==> src/rtl/div_seq_pkg.sv <==
// Shared types and constants for the sequential 32-bit divider:
// FSM encoding, ready/start levels, widths and the operand sign helper.
package div_seq_pkg;

    localparam int DATA_W   = 32;
    localparam int RESULT_W = 64;

    typedef enum logic [1:0] {
        DIV_FREE   = 2'b00,
        DIV_BYZERO = 2'b01,
        DIV_ON     = 2'b10,
        DIV_END    = 2'b11
    } div_state_e;

    localparam logic DivResultReady    = 1'b1;
    localparam logic DivResultNotReady = 1'b0;
    localparam logic DivStart          = 1'b1;
    localparam logic DivStop           = 1'b0;

    // Two's-complement negate when en is set; used for both abs() and sign fix-up.
    function automatic logic [DATA_W-1:0] cond_neg(input logic [DATA_W-1:0] v,
                                                   input logic              en);
        return en ? (~v + 1'b1) : v;
    endfunction

endpackage

==> src/rtl/div_step.sv <==
// One restoring shift-subtract step: shifts the next dividend bit into the
// partial remainder, trial-subtracts the divisor and emits one quotient bit.
module div_step
    import div_seq_pkg::*;
(
    input  logic [DATA_W-1:0] rem_i,
    input  logic [DATA_W-1:0] quo_i,
    input  logic [DATA_W-1:0] divisor_i,
    output logic [DATA_W-1:0] rem_o,
    output logic [DATA_W-1:0] quo_o
);

    logic [DATA_W:0] trial;
    logic            qbit;

    // Partial remainder is always below the divisor, so a non-negative trial fits in DATA_W bits.
    assign trial = {rem_i, quo_i[DATA_W-1]} - {1'b0, divisor_i};
    assign qbit  = ~trial[DATA_W];
    assign rem_o = qbit ? trial[DATA_W-1:0] : {rem_i[DATA_W-2:0], quo_i[DATA_W-1]};
    assign quo_o = {quo_i[DATA_W-2:0], qbit};

endmodule

==> src/rtl/div_seq.sv <==
// Sequential 32-bit signed/unsigned divider, 32 steps per operation, with
// divide-by-zero short path, annul (flush) support and a pipeline stall request.
module div_seq
    import div_seq_pkg::*;
(
    input  logic                clk,
    input  logic                rst,
    input  logic                signed_div_i,
    input  logic [DATA_W-1:0]   opdata1_i,
    input  logic [DATA_W-1:0]   opdata2_i,
    input  logic                start_i,
    input  logic                annul_i,
    output logic [RESULT_W-1:0] result_o,
    output logic                ready_o,
    output logic                stallreq_o
);

    div_state_e          state_q, state_d;
    logic [5:0]          cnt_q, cnt_d;
    logic [DATA_W-1:0]   rem_q, rem_d;
    logic [DATA_W-1:0]   quo_q, quo_d;
    logic [DATA_W-1:0]   dvs_q, dvs_d;
    logic                negq_q, negq_d;
    logic                negr_q, negr_d;
    logic [RESULT_W-1:0] result_q, result_d;
    logic                ready_q, ready_d;
    logic [DATA_W-1:0]   rem_step, quo_step;

    div_step u_step (
        .rem_i     (rem_q),
        .quo_i     (quo_q),
        .divisor_i (dvs_q),
        .rem_o     (rem_step),
        .quo_o     (quo_step)
    );

    always_ff @(posedge clk or negedge rst) begin
        if (!rst) begin
            state_q  <= DIV_FREE;
            cnt_q    <= '0;
            rem_q    <= '0;
            quo_q    <= '0;
            dvs_q    <= '0;
            negq_q   <= 1'b0;
            negr_q   <= 1'b0;
            result_q <= '0;
            ready_q  <= DivResultNotReady;
        end else begin
            state_q  <= state_d;
            cnt_q    <= cnt_d;
            rem_q    <= rem_d;
            quo_q    <= quo_d;
            dvs_q    <= dvs_d;
            negq_q   <= negq_d;
            negr_q   <= negr_d;
            result_q <= result_d;
            ready_q  <= ready_d;
        end
    end

    always_comb begin
        state_d  = state_q;
        cnt_d    = cnt_q;
        rem_d    = rem_q;
        quo_d    = quo_q;
        dvs_d    = dvs_q;
        negq_d   = negq_q;
        negr_d   = negr_q;
        result_d = result_q;
        ready_d  = ready_q;
        case (state_q)
            DIV_FREE: begin
                if (start_i == DivStart && !annul_i) begin
                    if (opdata2_i == '0) begin
                        state_d = DIV_BYZERO;
                    end else begin
                        state_d = DIV_ON;
                        cnt_d   = '0;
                        rem_d   = '0;
                        quo_d   = cond_neg(opdata1_i, signed_div_i & opdata1_i[DATA_W-1]);
                        dvs_d   = cond_neg(opdata2_i, signed_div_i & opdata2_i[DATA_W-1]);
                        negq_d  = signed_div_i & (opdata1_i[DATA_W-1] ^ opdata2_i[DATA_W-1]);
                        negr_d  = signed_div_i & opdata1_i[DATA_W-1];
                    end
                end
            end
            DIV_BYZERO: begin
                if (annul_i) begin
                    state_d = DIV_FREE;
                end else begin
                    state_d  = DIV_END;
                    result_d = '0;
                    ready_d  = DivResultReady;
                end
            end
            DIV_ON: begin
                if (annul_i) begin
                    state_d = DIV_FREE;
                end else if (cnt_q == 6'd32) begin
                    state_d  = DIV_END;
                    result_d = {cond_neg(rem_q, negr_q), cond_neg(quo_q, negq_q)};
                    ready_d  = DivResultReady;
                end else begin
                    rem_d = rem_step;
                    quo_d = quo_step;
                    cnt_d = cnt_q + 6'd1;
                end
            end
            DIV_END: begin
                // Result is held until EX drops its request.
                if (start_i == DivStop) begin
                    state_d  = DIV_FREE;
                    result_d = '0;
                    ready_d  = DivResultNotReady;
                end
            end
            default: state_d = DIV_FREE;
        endcase
    end

    assign result_o   = result_q;
    assign ready_o    = ready_q;
    assign stallreq_o = start_i & ~ready_q & ~annul_i;

endmodule

==> config.mk <==
export PLATFORM = sky130hd
export DESIGN_NAME = div_seq
export DESIGN_NICKNAME = d
export VERILOG_FILES = /design/src/rtl/div_seq_pkg.sv /design/src/rtl/div_step.sv /design/src/rtl/div_seq.sv
export SDC_FILE = /design/constraint.sdc
export NUM_CORES = 1
export LEC_CHECK = 0
export ABC_AREA = 0
export BUFFER_PORTS_ARGS = -buffer_cell sky130_fd_sc_hd__buf_2
export CAP_MARGIN = 10
export CORE_MARGIN = 3
export CORE_UTILIZATION = 30
export CTS_CLUSTER_DIAMETER = 50
export DETAILED_ROUTE_END_ITERATION = 8
export SLEW_MARGIN = 20
export SYNTH_ARGS = -nofsm -noshare
export SYNTH_HDL_FRONTEND = slang
export SYNTH_SLANG_ARGS = --single-unit
export TNS_END_PERCENT = 100
==> constraint.sdc <==
create_clock -name clk -period 4.4 [get_ports clk]
set_input_delay 1.32 -clock clk [delete_from_list [all_inputs] [get_ports clk]]
set_output_delay 1.32 -clock clk [all_outputs]
set_load 0.01 [all_outputs]
* Word-level counts from Yosys, hierarchy flattened
Cells that the tools add are included.
** Word-level totals
- Output and inout port bits :: 66
- Input bits :: 69
- Logic and storage cells :: 88
- Flip-flop bits (word level) :: 171
** Operators by class
- $add $sub $neg :: 6
- Reductions and logical operators :: 10
- Multiplexer cells :: 37
- Equal/unequal tests :: 12
- Bitwise gates (word level) :: 14
** Operators by type and width (number)
- 2-to-1 mux 32 bit :: 13
- 2-to-1 mux 64 bit :: 4
- case mux 64 bit (3 select lines) :: 1
- adder 32 x 1 -> 32 bit, second input constant :: 4
- NOT 32 bit :: 4
- case mux 32 bit (2 select lines) :: 2
- subtractor 33 x 32 -> 33 bit :: 1
- logical NOT 32 bit :: 1
- 2-to-1 mux 6 bit :: 4
- inequality test 2 bit, second input constant :: 7
- 2-to-1 mux 2 bit :: 6
- case mux 6 bit (2 select lines) :: 1
- AND reduction 5 bit :: 2
- case mux 2 bit (4 select lines) :: 1
- adder 6 x 1 -> 6 bit, second input constant :: 1
- equality test 6 bit, second input constant :: 1
- AND reduction 3 bit :: 2
- AND 1 bit :: 5
- equality test 2 bit, second input constant :: 2
- 2-to-1 mux 1 bit :: 4
- NOT 1 bit :: 4
- inequality test 3 bit, second input constant :: 1
- case mux 1 bit (3 select lines) :: 1
- nonzero test 3 bit :: 1
- other kinds (6) :: 6

* Logic depth before layout (Yosys ltp)
- Depth after elaboration :: 6
- Gate-level depth with buffers :: 14
- Gate-level depth less buffers :: 12

* Hierarchy
A second synthesis with hierarchy kept.
** Unflattened totals
- Cells, all modules :: 1420
- Area total of the unflattened synthesis :: 12142.9 sq um
** Modules (own cells, without submodules)
- div_seq :: cells an instance 1083, times used 1, area each 9544.2 sq um, sequential area each 4279.1 sq um
- div_step :: cells an instance 337, times used 1, area each 2598.7 sq um, sequential area each 0.0 sq um

* Worst setup path after synthesis
No wires, ideal clock.
- Path kind :: input port to flip-flop
- Start :: in opdata2_i[2]
- End :: reg rem_q[28]
- Path slack :: 643 ps
- Stages on the path :: 10
- Buffers on the path :: 2
- Data arrival time :: 3641 ps
- Required time :: 4284 ps
- Setup time :: 116 ps
- Cell sequence :: nor4_1 > nand4b_1 > nor4_2 > nand4_1 > nand2_1 > a211o_1 > clkbuf_1 > clkbuf_1 > nand2_1 > o311ai_0
** On the way
- Word-level cells in the longest chain between the ends :: 3
** RTL lines
- start, declared :: RTL line div_seq.sv:10 : input logic [DATA_W-1:0] opdata2_i,
- logical NOT 32 bit :: RTL line div_seq.sv:74 : if (opdata2_i == '0) begin
- inequality test 2 bit (no source line)
- AND reduction 5 bit (no source line)
- end signal, assigned :: RTL line div_seq.sv:51 : rem_q <= rem_d;
- end, declared :: RTL line div_seq.sv:20 : logic [DATA_W-1:0] rem_q, rem_d;
Every way passes these cells.
A chain may end at the register's enable or synchronous reset.

* Final worst setup path
- Start :: reg quo_q[31]
- End :: reg rem_q[1]
** On the way
- Word-level cells in the longest chain between the ends :: 5
** RTL lines
- start, declared :: RTL line div_seq.sv:21 : logic [DATA_W-1:0] quo_q, quo_d;
- start signal, assigned :: RTL line div_seq.sv:52 : quo_q <= quo_d;
- subtractor 33 x 32 -> 33 bit :: RTL line div_step.sv:17 : assign trial = {rem_i, quo_i[DATA_W-1]} - {1'b0, divisor_i};
- 2-to-1 mux 32 bit :: RTL line div_step.sv:19 : assign rem_o = qbit ? trial[DATA_W-1:0] : {rem_i[DATA_W-2:0], quo_i[DATA_W-1]};
- 2-to-1 mux 32 bit :: RTL line div_seq.sv:99 : end else if (cnt_q == 6'd32) begin
- 2-to-1 mux 32 bit :: RTL line div_seq.sv:97 : if (annul_i) begin
- case mux 32 bit (2 select lines) :: RTL line div_seq.sv:71 : case (state_q)
Every way passes these cells. The select of a mux whose other input is x is not followed.

==> impl_metrics.csv <==
group,metric,value,unit
run_status,status,"finished, final reports clean",
setup_path,crit_start,"quo_q[31]",
job,maxCapViolCount,0,
logic_synthesis,synth_top_area_cell,"dfrtp_1",
placement,port_buffers,134,
logic_synthesis,synth_top_area_share,37.4,%
sta,fin_tns_setup,0,ns
global_routing,gr-max-usage-layer,"met2",
placement,post-dp-hpwl,23.9,mm
global_routing,grt_pass1_vias,9454,
power,leakagePower,6.09,nW
routing,drt-total-wl,31.5,mm
power,p_per_area,726,nW/um^2
cts,cts_tree,"built",
finish,nNetsFinal,1589,
sta,hold_violations,0,
routing,vias,10006,
floorplanning,start_util,30.8,%
global_routing,grt-ovfl-total,0,
routing,wl_per_cell,15.8,microns
cts,clockRootBuffer,"clkbuf_16",
routing,route.detailed.drc,0,
floorplanning,die_area,40600,sq um
logic_synthesis,synth-edff-count,0,
logic_synthesis,synth_area_per_cell,8.32,sq um
floorplanning,die_x,201,microns
hold_path,min-delay-start,"result_o[58]",
routing,postRouteAntennaNets,0,
logic_synthesis,synthFlopType,"dfrtp_1",
sta,timing.hold.ws,0.472,ns
cts,insertion_delay,0.44,ns
setup_path,critical_path.max_fanout,16,
setup_path,path_class,"reg -> reg",
setup_path,reg2reg_from,"quo_q[31]",
logic_synthesis,syn_nets,1489,
cts,cts_resized,0,
cts,post_cts_buffers,0,
sta,min_period_over_period,88.3,%
logic_synthesis,syn_inst,1376,
cts,htree_levels,4,
logic_synthesis,ys_top_cells_by_count,"nand2_1, dfrtp_1, o21ai_0",
sta,maxSlewHeadroom,30.9,%
sta,fmax,257,MHz
logic_synthesis,synth_async_sr_flop_share,100,%
sta,finalMaxSlewViolations,0,
setup_path,crit_path_end_kind,"register",
cts,cts_sinks,171,
cts,hold_buffers,0,
routing,drt-pass1-iter-count,7,
global_routing,grt_first_pass_wirelength,51.0,mm
global_routing,track_usage,15.3,%
global_routing,use_met1,22.6,%
floorplanning,row_count,70,
setup_path,critPathLaunchType,"register",
cts,cts-buffers-inserted,17,
setup_path,critPathArrivalTime,4.21,ns
cts,cts.path.max_buffers,2,
sta,finalSetupViolCount,0,
finish,drive_gt1_share,14.0,%
floorplanning,design.core.area,37100,sq um
routing,drtIter0Drc,537,
floorplanning,die_h,201,microns
logic_synthesis,yosys_warnings,0,
logic_synthesis,ys_types,65,
placement,place.gp.congestion,0.869,
global_routing,grt_util_met3,1.81,%
hold_path,hp-class,"reg -> reg",
sta,rsz0062_at_grt,"false",
setup_path,rrSetupSlack,0.51,ns
global_routing,grt_max_degree,84,
logic_synthesis,ys_seq_area_share,37.4,%
floorplanning,ios,135,
setup_path,required,4.72,ns
cts,path_clk_slew,0.07,ns
logic_synthesis,syn_area,11500,sq um
power,peakVddDrop,0.426,mV
sta,post-route-min-period,3.89,ns
global_routing,antenna_found_initial,1,
sta,clock_skew,0.0128,ns
sta,tightest_slew,1.02,ns
logic_synthesis,synth_area_leaders,"dfrtp_1, xor2_1, nand2_1",
logic_synthesis,ys_seq_elements,171,
global_routing,grt_use_met2,23.8,%
routing,via_per_inst,5.02,
finish,synthToLayoutAreaGrowth,16.8,%
logic_synthesis,yosysMostFrequentCell,"nand2_1",
-- stage by stage --
stage	cells	total power, mW	util (%)	instance area [sq um]	setup slack, ns
after floorplan	1376	6.55	-	11500	0.643
after global placement	1961	8.00	34.3	12700	0.339
after detailed placement	1961	8.10	34.3	12700	0.263
after CTS	1992	9.78	36.0	13400	0.585
after global routing	1993	10.6	36.0	13400	0.364
final	1993	9.71	36.0	13400	0.513
-- where the power goes --
| part | internal, mW | switching (mW) |
|---|---|---|
| Sequential | 2.17 | 0.667 |
| Clock | 0.981 | 0.678 |
| Combinational | 2.06 | 3.16 |
-- cells in the final DEF (no fill, tap or decap), drive strengths merged, types with 5 or more instances in the layout --
cell type,Yosys,routed
nand2b,9,9
clkbuf,68,18
nor3,18,18
dfrtp,171,171
o21ai,154,154
xnor2,48,48
or4,15,15
nand4,15,15
and3,7,7
nor3b,5,5
nor2,89,89
o21a,7,7
mux2i,26,26
or3,21,21
o311ai,5,5
xor2,93,93
nor4,14,14
o31ai,60,60
inv,60,67
and2,5,5
nand3,18,18
a21oi,111,111
ha,43,43
a31oi,8,8
nand2,212,212
a21o,13,13
buf,6,155
a211oi,5,5
nor2b,7,7
o41ai,18,18
-- final timing paths --
| check | to | depth (start not counted) |
|---|---|---|
| hold reg to reg | result_o[58] | 2 |
| hold / removal | result_o[58] | 2 |
| setup / recovery | rem_q[1] | 12 |
| max in group asynchronous | rem_q[6] | 2 |
| setup reg to reg | rem_q[1] | 12 |
| min in group asynchronous | result_o[5] | 1 |
-- worst max-delay path: stages (launching register included) --
cell      delay (ns)
dfrtp_1         0.40
inv_1           0.17
ha_1            0.27
fa_1            0.41
nor2b_1         0.19
o31ai_1         0.13
a31oi_1         0.32
a41oi_1         0.25
o32a_1          0.32
or3_1           0.38
and3_1          0.35
or4_1           0.47
o311ai_0        0.10
-- area by class of cell --
cell class,instances,area [sq um]
antenna,1,2.50
fill,3883,23800
tap,504,631
multi-input combinational,1071,6700
timing repair buffer,155,897
clock inverter,13,203
sequential,171,4280
clock buffer,18,439
inverter,60,225
-- metal layers --
layer | part of all wire, % | vias to the layer above
met5 | 0 | -
met3 | 3.1 | 34
met1 | 51 | 4715
met4 | 1.7 | 0
li1 | - | 5083
met2 | 45 | 174
-- state kept, by name, indices dropped and copies added, names as in the netlist --
| signal | count |
|---|---|
| state_q | 2 |
| ready_o | 1 |
| negr_q | 1 |
| negq_q | 1 |
| quo_q | 32 |
| rem_q | 32 |
| result_o | 64 |
| dvs_q | 32 |
| cnt_q | 6 |
-- cells by family after synthesis --
family / synth area share [%]
buffers and inverters: 4.42
multiplexers: 2.37
XOR/XNOR: 10.8
AO/OA/AOI/OAI: 21.8
adder cells (fa/ha/maj): 4.87
flip-flops: 37.4
AND/OR/NAND/NOR: 18.4
(Power assumes the default switching activity.)
